===== config.mk =====
export PLATFORM = sky130hd
export DESIGN_NAME = sha256_digest_serializer
export DESIGN_NICKNAME = d
export VERILOG_FILES = /design/src/rtl/sha256_pkg.sv /design/src/rtl/sha256_digest_serializer.sv
export SDC_FILE = /design/constraint.sdc
export NUM_CORES = 1
export LEC_CHECK = 0
export CAP_MARGIN = 20
export CORE_ASPECT_RATIO = 2
export CORE_MARGIN = 10
export CORE_UTILIZATION = 40
export DETAILED_ROUTE_END_ITERATION = 6
export HOLD_SLACK_MARGIN = 0.03
export PLACE_DENSITY = 0.71
export SLEW_MARGIN = 25
export SYNTH_ARGS = -nofsm -noshare
export SYNTH_HDL_FRONTEND = slang
export SYNTH_SLANG_ARGS = --single-unit

===== constraint.sdc =====
create_clock -name CLK -period 17.2 [get_ports CLK]
set_input_delay 2.58 -clock CLK [delete_from_list [all_inputs] [get_ports CLK]]
set_output_delay 2.58 -clock CLK [all_outputs]
set_load 0.05 [all_outputs]

===== src/rtl/sha256_pkg.sv =====
// Shared constants and types for the SHA-256 datapath boundary blocks.
package sha256_pkg;

    localparam int SHA256_DIGEST_W  = 256;
    localparam int SHA256_BEAT_W    = 64;
    localparam int SHA256_NUM_BEATS = SHA256_DIGEST_W / SHA256_BEAT_W;
    localparam int SHA256_CNT_W     = $clog2(SHA256_NUM_BEATS);

    typedef enum logic {
        IDLE = 1'b0,
        SEND = 1'b1
    } ser_state_e;

endpackage


===== src/rtl/sha256_digest_serializer.sv =====
// Captures a finished digest in one cycle and streams it out as BEAT_W-bit
// beats over a valid/ready handshake, flagging the final beat.
module sha256_digest_serializer
    import sha256_pkg::*;
#(
    parameter int DIGEST_W  = SHA256_DIGEST_W,
    parameter int BEAT_W    = SHA256_BEAT_W,
    parameter bit MSW_FIRST = 1'b1
) (
    input  logic                CLK,
    input  logic                RST,
    input  logic                digest_valid_i,
    input  logic [DIGEST_W-1:0] digest_i,
    output logic                digest_ready_o,
    output logic [BEAT_W-1:0]   data_o,
    output logic                data_valid_o,
    input  logic                data_ready_i,
    output logic                data_last_o,
    output logic                busy_o
);

    localparam int NUM_BEATS = DIGEST_W / BEAT_W;
    localparam int CNT_W     = $clog2(NUM_BEATS);

    if (((DIGEST_W % BEAT_W) != 0) || (NUM_BEATS < 2)) begin : g_bad_geometry
        $error("sha256_digest_serializer: DIGEST_W must be a multiple of BEAT_W with at least two beats");
    end

    // Advance the buffer by one beat toward the output end, zero filling behind.
    function automatic logic [DIGEST_W-1:0] shift_beat(input logic [DIGEST_W-1:0] b);
        if (MSW_FIRST)
            return b << BEAT_W;
        else
            return b >> BEAT_W;
    endfunction

    function automatic logic [BEAT_W-1:0] head_beat(input logic [DIGEST_W-1:0] b);
        if (MSW_FIRST)
            return b[DIGEST_W-1 -: BEAT_W];
        else
            return b[BEAT_W-1:0];
    endfunction

    ser_state_e          state_p0;
    logic [DIGEST_W-1:0] buf_p0;
    logic [CNT_W-1:0]    cnt_p0;
    logic                vld_p0;
    logic                last_p0;
    logic                rdy_p0;

    logic capture;
    logic beat_xfer;

    // Capture requires the registered ready so nothing is taken while ready is still low after reset.
    assign capture   = (state_p0 == IDLE) && rdy_p0 && digest_valid_i;
    assign beat_xfer = (state_p0 == SEND) && vld_p0 && data_ready_i;

    // Stage p0: capture buffer, beat counter and handshake state.
    always_ff @(posedge CLK or posedge RST) begin
        if (RST) begin
            state_p0 <= IDLE;
            buf_p0   <= '0;
            cnt_p0   <= '0;
            vld_p0   <= 1'b0;
            last_p0  <= 1'b0;
            rdy_p0   <= 1'b0;
        end else begin
            case (state_p0)
                IDLE: begin
                    rdy_p0  <= 1'b1;
                    vld_p0  <= 1'b0;
                    last_p0 <= 1'b0;
                    if (capture) begin
                        buf_p0   <= digest_i;
                        cnt_p0   <= '0;
                        rdy_p0   <= 1'b0;
                        vld_p0   <= 1'b1;
                        last_p0  <= 1'b0;
                        state_p0 <= SEND;
                    end
                end
                SEND: begin
                    if (beat_xfer) begin
                        buf_p0 <= shift_beat(buf_p0);
                        if (last_p0) begin
                            state_p0 <= IDLE;
                            vld_p0   <= 1'b0;
                            last_p0  <= 1'b0;
                            rdy_p0   <= 1'b1;
                        end else begin
                            cnt_p0  <= cnt_p0 + CNT_W'(1);
                            last_p0 <= (cnt_p0 == CNT_W'(NUM_BEATS - 2));
                        end
                    end
                end
                default: begin
                    state_p0 <= IDLE;
                end
            endcase
        end
    end

    assign data_o         = head_beat(buf_p0);
    assign data_valid_o   = vld_p0;
    assign data_last_o    = last_p0;
    assign busy_o         = vld_p0;
    assign digest_ready_o = rdy_p0;

endmodule


==> results of run 1 <==
-- power by group --
group          internal [uW]  switching [uW]
logic                   1090             739
registers                909             203
clock network            354             249
-- cell usage after synthesis (all sizes together) (3+ instances only) --
cell / instances
nand2: 6
mux2: 384
a21o: 65
clkbuf: 6
nand3: 3
dfrtp: 262
nor3b: 64
inv: 3
buf: 124
-- registers in the layout, summed over array words and instances, names as in the netlist --
register        flops
buf_p0            256
busy_o              1
data_last_o         1
state_p0            1
digest_ready_o      1
cnt_p0              2
-- cell type report --
cell class / instances / area, um2
Antenna cell: 12 / 30.0
Clock buffer: 32 / 714
Clock inverter: 13 / 176
Fill cell: 3054 / 17700
Inverter: 3 / 18.8
Multi-Input combinational cell: 535 / 6810
Sequential cell: 262 / 6560
Tap cell: 450 / 563
Timing Repair Buffer: 338 / 3400
-- layer usage --
metal	wire length [um]	vias to the layer above	track usage, %
met1	14000	4021	17.7
met3	2030	49	3.46
met2	18700	218	26.2
met4	979	2	6.72
met5	18	-	0
li1	-	3719	-
-- critical path, delay by kind of cell --
kind	cells	cell delay [ps]
AOI/OAI and AO/OA	1	250
buffers and inverters	4	2240
and+or+nand+nor	1	60
muxes	1	350
-- worst paths after layout --
check / from / to / slack [ps] / cells past startpoint
worst max-delay path: digest_valid_i / buf_p0[165] / 12020 / 7
worst min-delay path: buf_p0[14] / buf_p0[14] / 470 / 1
worst max register to register: state_p0 / buf_p0[84] / 13750 / 4
worst min register to register: buf_p0[14] / buf_p0[14] / 470 / 1
max in group asynchronous: RST / buf_p0[247] / 13360 / 4
min in group asynchronous: RST / buf_p0[12] / 2560 / 2
-- kinds of logic after synthesis --
kind of cell / Yosys count / synth area share, %
DFF: 262 / 45.0
xor gates and xnor gates: 1 / 0.0602
muxes: 385 / 39.1
buffers and inverters: 133 / 8.31
and+or+nand+nor: 78 / 3.83
adders and majority gates: 1 / 0.0859
AOI/OAI and AO/OA: 70 / 3.62
-- cells in the final DEF, fill, tap and decap left out, types with 2 or more instances in the layout --
cell / instances
mux2_4: 361
clkdlybuf4s50_1: 327
dfrtp_1: 261
a21o_1: 65
nor3b_1: 64
clkbuf_16: 27
mux2_2: 23
diode_2: 12
nand2_1: 5
clkinv_2: 5
buf_4: 5
bufinv_16: 4
buf_6: 4
nand3_1: 3
clkinvlp_4: 3
clkbuf_1: 3
inv_1: 2
clkbuf_8: 2
buf_12: 2
-- through the flow --
| step | power (uW) | util (%) | cell area, um2 | instances |
|---|---|---|---|---|
| floorplan | 2740 | - | 14600 | 930 |
| global placement | 2910 | 48.2 | 17300 | 1587 |
| detailed placement | 2970 | 48.3 | 17300 | 1588 |
| CTS | 3590 | 50.8 | 18200 | 1633 |
| global route | 3730 | 50.9 | 18300 | 1645 |
| finish | 3540 | 50.9 | 18300 | 1645 |
==> run metrics, run 1 <==
slew margin rel.=approximately a third; via count=8,009; Setup Fix Bufs, Post-CTS=0; Mapped Cells=930; first-pass GRT wire length=about 55 mm; count of final hold-check violations=0; layout cell share with drive strength beyond 1=between 30% and 40%; hold crit path type=reg2reg; Seq/Total Area, Yosys=45.0%; RSZ-0062 raised after global routing=no; num ports=328; synthesized netlist net count=about 1,200; static leakage=0.00902 uW; final worst slack=12,020 ps; Post-synth EDFFs=0; ys async rst share=100%; Syn-to-layout area delta=25.5%; count of cell types in the netlist=27; fin crit period=5180 ps; hold-fix buffers at CTS=0; drt wl/cell=21.7 um; critical-path cell list=clkdlybuf4s50_1 -> nand2_2 -> buf_4 -> o21ai_4 -> buf_6 -> buf_4 -> mux2_4; DIE AREA=44,900 um2; Synth area leaders=dfrtp_1, mux2_4, buf_4, a21o_1, nor3b_1; most used cell, CP=buf_4; CTS Root Cell=clkbuf_16; ys flop type=dfrtp_1; Total Wirelength=35.8 mm; Hold Slack=about 470 ps; Final period util=30.1%; CTS Buf Count=26; GRT Resource Usage Total=15.3%; DR iter-0 viols=285; final setup fails=0; Peak VDD IR=0.000166 V; fin nets=roughly 1,400; Die Height=between 200 and 300 um; fmax=around 0.19 GHz; largest net degree at the start of global routing=about 150; status=finished clean; CP Capture Type=register; Routability Congestion=0.772; vias in the first global route=8,935; CTS tree=yes; CP max FO=67; critical path launch point type=input pin; hpwl dp=approximately 26 mm; CTS HTree Levels=1; required time of the critical path=17,620 ps; TNS Setup=0 ps; slowest stage delay, CP=between 700 and 800 ps; max-slew violations=0; Yosys reg bits=262; P per Cell Area=194 nW/um2; maximum clock path buffer count=3; Die X=155 um; Mapped Avg Cell Area=15.7 um2; Layout Skew=12.0 ps; residual DRC count=0; Critical-path top delay cell=buf_4; routed vias/inst=about 4.9; clock-pin slew on the worst setup and hold paths=around 60 ps; row count=98; Post-Place Worst Slack=11,210 ps; Initial Utilization=40.5%; Max-Cap Viols=0; PortBufs=327; GRT overflow=0; cell taking the most area after synthesis=dfrtp_1; Crit path arrival time=5600 ps; Clk Latency, worst-skew pair=roughly 540 ps; yosys warns=0; top cell type's share of synthesized area=a little under half; Synth Cell Area=14,600 um2; initial antenna violation count=13; CP Class=in2reg; Detail Route Antenna Nets=0; clk sink count=262; worst-margin pin slew=994 ps; First-pass DRT Iterations=5; core area=between 30,000 and 40,000 um2; post-cts gate resize count=0
(Power assumes the default switching activity.)
==> run 2, diff against run 1 <==
PLACE_DENSITY = 0.73   (was 0.71)
clock period = 4.6 ns   (was 17.2 ns; I/O delays follow)
==> run 2 against run 1 <==
  * Sequential power increased to 3.7 times the previous value
  * Combinational power grew to 3.8 times the previous value
  * First-iteration DRC count fell by 19%
  * Sequential share of layout area hardly changed
  * Largest power group unchanged
  * Register-to-register slack lost 12000 ps
  * Clock skew fell by 4.7 ps
  * Via count is 0.36% higher
  * Cell area up 0.11%
  * Highest routed layer unchanged
  * Die area unchanged
  * Hold slack lost 76 ps
  * Clock power grew to 3.7 times the previous value
==> run metrics, run 2 (synthesized netlist as in run 1, its figures left out) <==
status=finished clean; Peak VDD IR=0.000956 V (+480%); PortBufs=327 (unchanged); largest net degree at the start of global routing=145 (-4.0%); DIE AREA=44,900 um2 (unchanged); fmax=0.390 GHz; Post-Place Worst Slack=1540 ps (-9670 ps); Largest register FFs=256 (unchanged); vias in the first global route=8,891 (-0.49%); hpwl dp=25.4 mm (-0.78%); Layout Skew=7.23 ps (-4.72 ps); critical path launch point type=register; Hold Slack=396 ps (-76.0 ps); Critical-path top delay cell=clkdlybuf4s50_1; Syn-to-layout area delta=25.6%; static leakage=0.00904 uW (+0.27%); Crit path arrival time=1870 ps (-3730 ps); Routability Congestion=0.777 (+0.66%); fin nets=1,426 (-0.070%); final worst slack=2040 ps (-9980 ps); num ports=328 (unchanged); Die Height=290 um (unchanged); RSZ-0062 raised after global routing=no; CP Class=reg2out; CP Capture Type=output port; cell area after layout=18,300 um2 (+0.11%); Largest regs=buf_p0: 256 flops, cnt_p0: 2 flops; worst-margin pin slew=1110 ps (+114 ps); Crit path buffers/inverters=1 (-3); most frequent cells in the layout=mux2_4, clkdlybuf4s50_1, dfrtp_1; slowest stage delay, CP=860 ps (+70 ps); delay-heaviest family, CP=buffers and inverters; final setup fails=0 (unchanged); max-slew violations=0 (unchanged); core area=35,900 um2 (unchanged); initial antenna violation count=9 (-4); clk sink count=262 (unchanged); worst r2r src=state_p0; Inst Count DP=1,587 (-0.063%); DR iter-0 viols=231 (-19%); First-pass DRT Iterations=4 (-1); routed vias/inst=4.90 (+0.55%); CTS HTree Levels=1 (unchanged); Total Wirelength=35.2 mm (-1.5%); Top reg by flops=buf_p0; Final period util=55.7%; GRT overflow=0 (unchanged); row count=98 (unchanged); clock-pin slew on the worst setup and hold paths=60 ps (about the same); most common cell after layout, fill and taps aside=mux2_4; hold-fix buffers at CTS=0 (unchanged); post-cts gate resize count=0 (unchanged); count of final hold-check violations=0 (unchanged); layout cell share with drive strength beyond 1=37.8% (+0.36 points); first-pass GRT wire length=54.1 mm (-1.5%); CTS tree=yes; CTS Buf Count=26 (unchanged); residual DRC count=0 (unchanged); Clk Latency, worst-skew pair=540 ps (about the same); Setup Fix Bufs, Post-CTS=0 (unchanged); # fillers=3,021 (-1.1%); drt wl/cell=21.5 um (-1.3%); CTS Root Cell=clkbuf_16; P per Cell Area=723 nW/um2 (+270%); maximum clock path buffer count=3 (unchanged); CP max FO=8 (-88%); critical-path cell list=clkdlybuf4s50_1; Max-Cap Viols=0 (unchanged); Initial Utilization=40.5% (unchanged); slew margin rel.=26.1% (-7.6 points); Critical Path Source=busy_o; Layout Cells excl Fill=1,642 (-0.18%); via count=8,038 (+0.36%); Detail Route Antenna Nets=0 (unchanged); Die X=155 um (unchanged); required time of the critical path=3910 ps (-13,710 ps); fin crit period=2560 ps; GRT Resource Usage Total=15.1% (-0.24 points); placed cell areas=17,400 um2 (+0.18%); TNS Setup=0 ps (unchanged); hold crit path type=in2async
-- run 2: changes by cell type in the layout (fill, tap and decap cells not counted), moves of 3 or more --
cell	delta
diode_2	-5
bufinv_16	-3
clkinv_2	+3
clkbuf_1	-3
buf_12	+4
buf_6	-4
clkbuf_8	+8
-- run 2: path summary, 6_finish.rpt --
check / to / slack [ps] / cells past startpoint
max: busy_o / 2040 / 1
min: buf_p0[0] / 400 / 2
max reg2reg: buf_p0[15] / 2090 / 5
min reg2reg: buf_p0[14] / 470 / 1
max in group asynchronous: buf_p0[166] / 3210 / 3
min in group CLK: buf_p0[14] / 470 / 1
-- run 2: metal layers --
layer / vias up / share of wire, % / global-route usage, %
li1: 3716 / - / -
met1: 4052 / 38 / 16.8
met2: 224 / 54 / 27.0
met3: 42 / 5.9 / 3.52
met4: 4 / 2.2 / 5.52
met5: - / 0.071 / 0
-- run 2: metrics by stage --
stage / power, uW / utilization, %
finish: 13200 / 50.9
global route: 13900 / 50.9
CTS: 13400 / 50.9
detailed placement: 11100 / 48.4
global placement: 10900 / 48.4
floorplan: 10200 / -
-- run 2: area by class of cell --
class	count	area, um2	area share, %
tap	450	563	3.08
multi-input combinational	535	6810	37.2
antenna	7	17.5	0.0958
clock buffer	37	813	4.45
timing repair buffer	337	3420	18.7
inverter	3	15.0	0.0821
sequential	262	6560	35.9
clock inverter	11	86.3	0.472
-- run 2: power breakdown --
part | internal, uW | leakage, uW | switching [uW]
Combinational | 4100 | 0.00522 | 2850
Sequential | 3400 | 0.00337 | 661
Clock | 1290 | 0.000455 | 925
==> run 3, diff against run 2 <==
PLACE_DENSITY = 0.71   (was 0.73)
clock period = 2.54 ns   (was 4.6 ns; I/O delays follow)
==> run 3 against run 2 <==
  * First-iteration DRC count shrank 0.87%
  * Core utilization increased by 0.99 points
  * Clock power rose by 86%
  * Routed wire length grew 2.7%
  * Combinational power increased by 86%
  * Clock skew grew 7.3 ps
  * Critical path type unchanged
  * Critical endpoint unchanged
  * Largest power group unchanged
  * Highest routed layer unchanged
==> run metrics, run 3 (synthesized netlist as in run 1, its figures left out) <==
hpwl dp=27.0 mm (+6.4%); Flop pwr share=30.2% (-0.5 points); worst-margin pin slew=875 ps (-233 ps); Layout Skew=14.6 ps (+7.32 ps); fin crit period=2290 ps; Crit path buffers/inverters=1 (unchanged); DIE AREA=44,900 um2 (unchanged); First-pass DRT Iterations=4 (unchanged); CTS HTree Levels=1 (unchanged); GRT overflow=0 (unchanged); Die Height=290 um (unchanged); Critical-path top delay cell=clkdlybuf4s50_1; drt wl/cell=21.7 um (+1.3%); CTS Root Cell=clkbuf_16; Routability Congestion=0.796 (+2.4%); count of final hold-check violations=0 (unchanged); flop-to-flop setup slack=570 ps (-1520 ps); Die X=155 um (unchanged); Setup Fix Bufs, Post-CTS=0 (unchanged); first-pass GRT wire length=55.8 mm (+3.2%); Final period util=roughly nine tenths; row count=98 (unchanged); required time of the critical path=2160 ps (-1750 ps); P_sw=8190 uW (+85%); fmax=0.437 GHz; post-cts gate resize count=0 (unchanged); Logic pwr share=53.0% (+0.4 points); Post-Place Worst Slack=274 ps (-1270 ps); Crit path arrival time=1910 ps (+40 ps); CP max FO=8 (unchanged); CP Capture Type=output port; residual DRC count=0 (unchanged); critical path launch point type=register; Top reg by flops=buf_p0; Largest regs=buf_p0: 256 flops, cnt_p0: 2 flops; GRT busiest layer=met2; initial antenna violation count=5 (-4); Initial Utilization=40.5% (unchanged); critical-path cell list=clkdlybuf4s50_1; clock-pin slew on the worst setup and hold paths=70 ps (about the same); Clk Latency, worst-skew pair=550 ps (about the same); Syn-to-layout area delta=28.0%; DR iter-0 viols=229 (-0.87%); most frequent cells in the layout=mux2_4, clkdlybuf4s50_1, dfrtp_1; met3 Use GR=3.27% (-0.25 points); final worst slack=251 ps (-1790 ps); core area=35,900 um2 (unchanged); via count=8,150 (+1.4%); Internal=16,200 uW (+84%); Total Wirelength=36.2 mm (+2.7%); num ports=328 (unchanged); worst r2r src=state_p0; Pwr Total=24,400 uW (+84%); Hold Slack=160 ps (-236 ps); CTS Buf Count=27 (+3.8%); vias in the first global route=9,208 (+3.6%); status=finished clean; most common cell after layout, fill and taps aside=mux2_4; GRT Resource Usage Total=15.6% (+0.57 points); max-slew violations=0 (unchanged); r2r endpoint=buf_p0[232]; slowest stage delay, CP=870 ps (about the same); Detail Route Antenna Nets=0 (unchanged); Final Util=51.9% (+0.99 points); P per Cell Area=1310 nW/um2 (+81%); delay-heaviest family, CP=buffers and inverters; Reg2Reg Depth=3 (-2); hold-fix buffers at CTS=0 (unchanged); RSZ-0062 raised after global routing=no; Clk pwr share=16.8% (about the same); maximum clock path buffer count=3 (unchanged); TNS Setup=0 ps (unchanged); CTS tree=yes; final setup fails=0 (unchanged); Largest register FFs=256 (unchanged); clk sink count=262 (unchanged); met1 usage=17.2% (+0.46 points); met2 global-route usage=28.7% (+1.7 points); routed vias/inst=4.89 (about the same); slew margin rel.=41.7% (+16 points); static leakage=0.00923 uW (+2.0%); hold crit path type=in2async; Sw Ratio=33.6% (+0.037 points); PortBufs=327 (unchanged); Max-Cap Viols=0 (unchanged); largest net degree at the start of global routing=118 (-19%); CP Class=reg2out; layout cell share with drive strength beyond 1=38.8% (+1.0 points); Peak VDD IR=0.000938 V (-1.9%); fin nets=1,452 (+1.8%)
-- run 3: cell types whose count changed in the layout (fill, tap and decap cells not counted), moves of 2 or more --
cell	before	now
buf_12	6	19
buf_4	4	16
clkbuf_8	10	4
clkbuf_1	0	4
diode_2	7	4
bufinv_16	1	3
-- run 3: how the worst max path moves through the flow --
stage,from,to,cells past startpoint
6_report,busy_o,busy_o,1
5_1_grt,busy_o,data_valid_o,1
4_1_cts,busy_o,busy_o,1
3_5_place_dp,data_ready_i,buf_p0[126],6
3_3_place_gp,data_ready_i,buf_p0[98],6
2_1_floorplan,RST,buf_p0[0],1
-- run 3: final cells by class --
class	instances	area, um2
Multi-Input combinational cell	535	6820
Clock buffer	35	746
Timing Repair Buffer	362	3770
Clock inverter	14	160
Antenna cell	4	10.0
Sequential cell	262	6560
Tap cell	450	563
Fill cell	2986	17300
Inverter	3	15.0
-- run 3: routing by layer --
metal,vias to the layer above,share of wire (%)
met5,-,0.025
met4,2,2.2
met3,47,5.5
met2,221,55
met1,4117,37
li1,3763,-
-- run 3: through the flow --
step                instances  area, um2
finish                   1665      18600
global route             1665      18600
CTS                      1661      18600
detailed placement       1612      17700
global placement         1612      17700
floorplan                 930      14600
-- run 3: power groups by stage --
stage                     clock [uW]  sequential (uW)  combinational, uW
after global placement             0             7370              12800
after global routing            4370             7660              13700
after floorplan                    0             7040              11500
after detailed placement           0             7450              13100
after CTS                       4230             7410              13100
final                           4100             7370              12900
-- run 3: worst reg2reg max path: stages (launching register included) --
cell and delay, ps:
dfrtp_4 490, buf_12 610, mux2_4 500, mux2_4 260
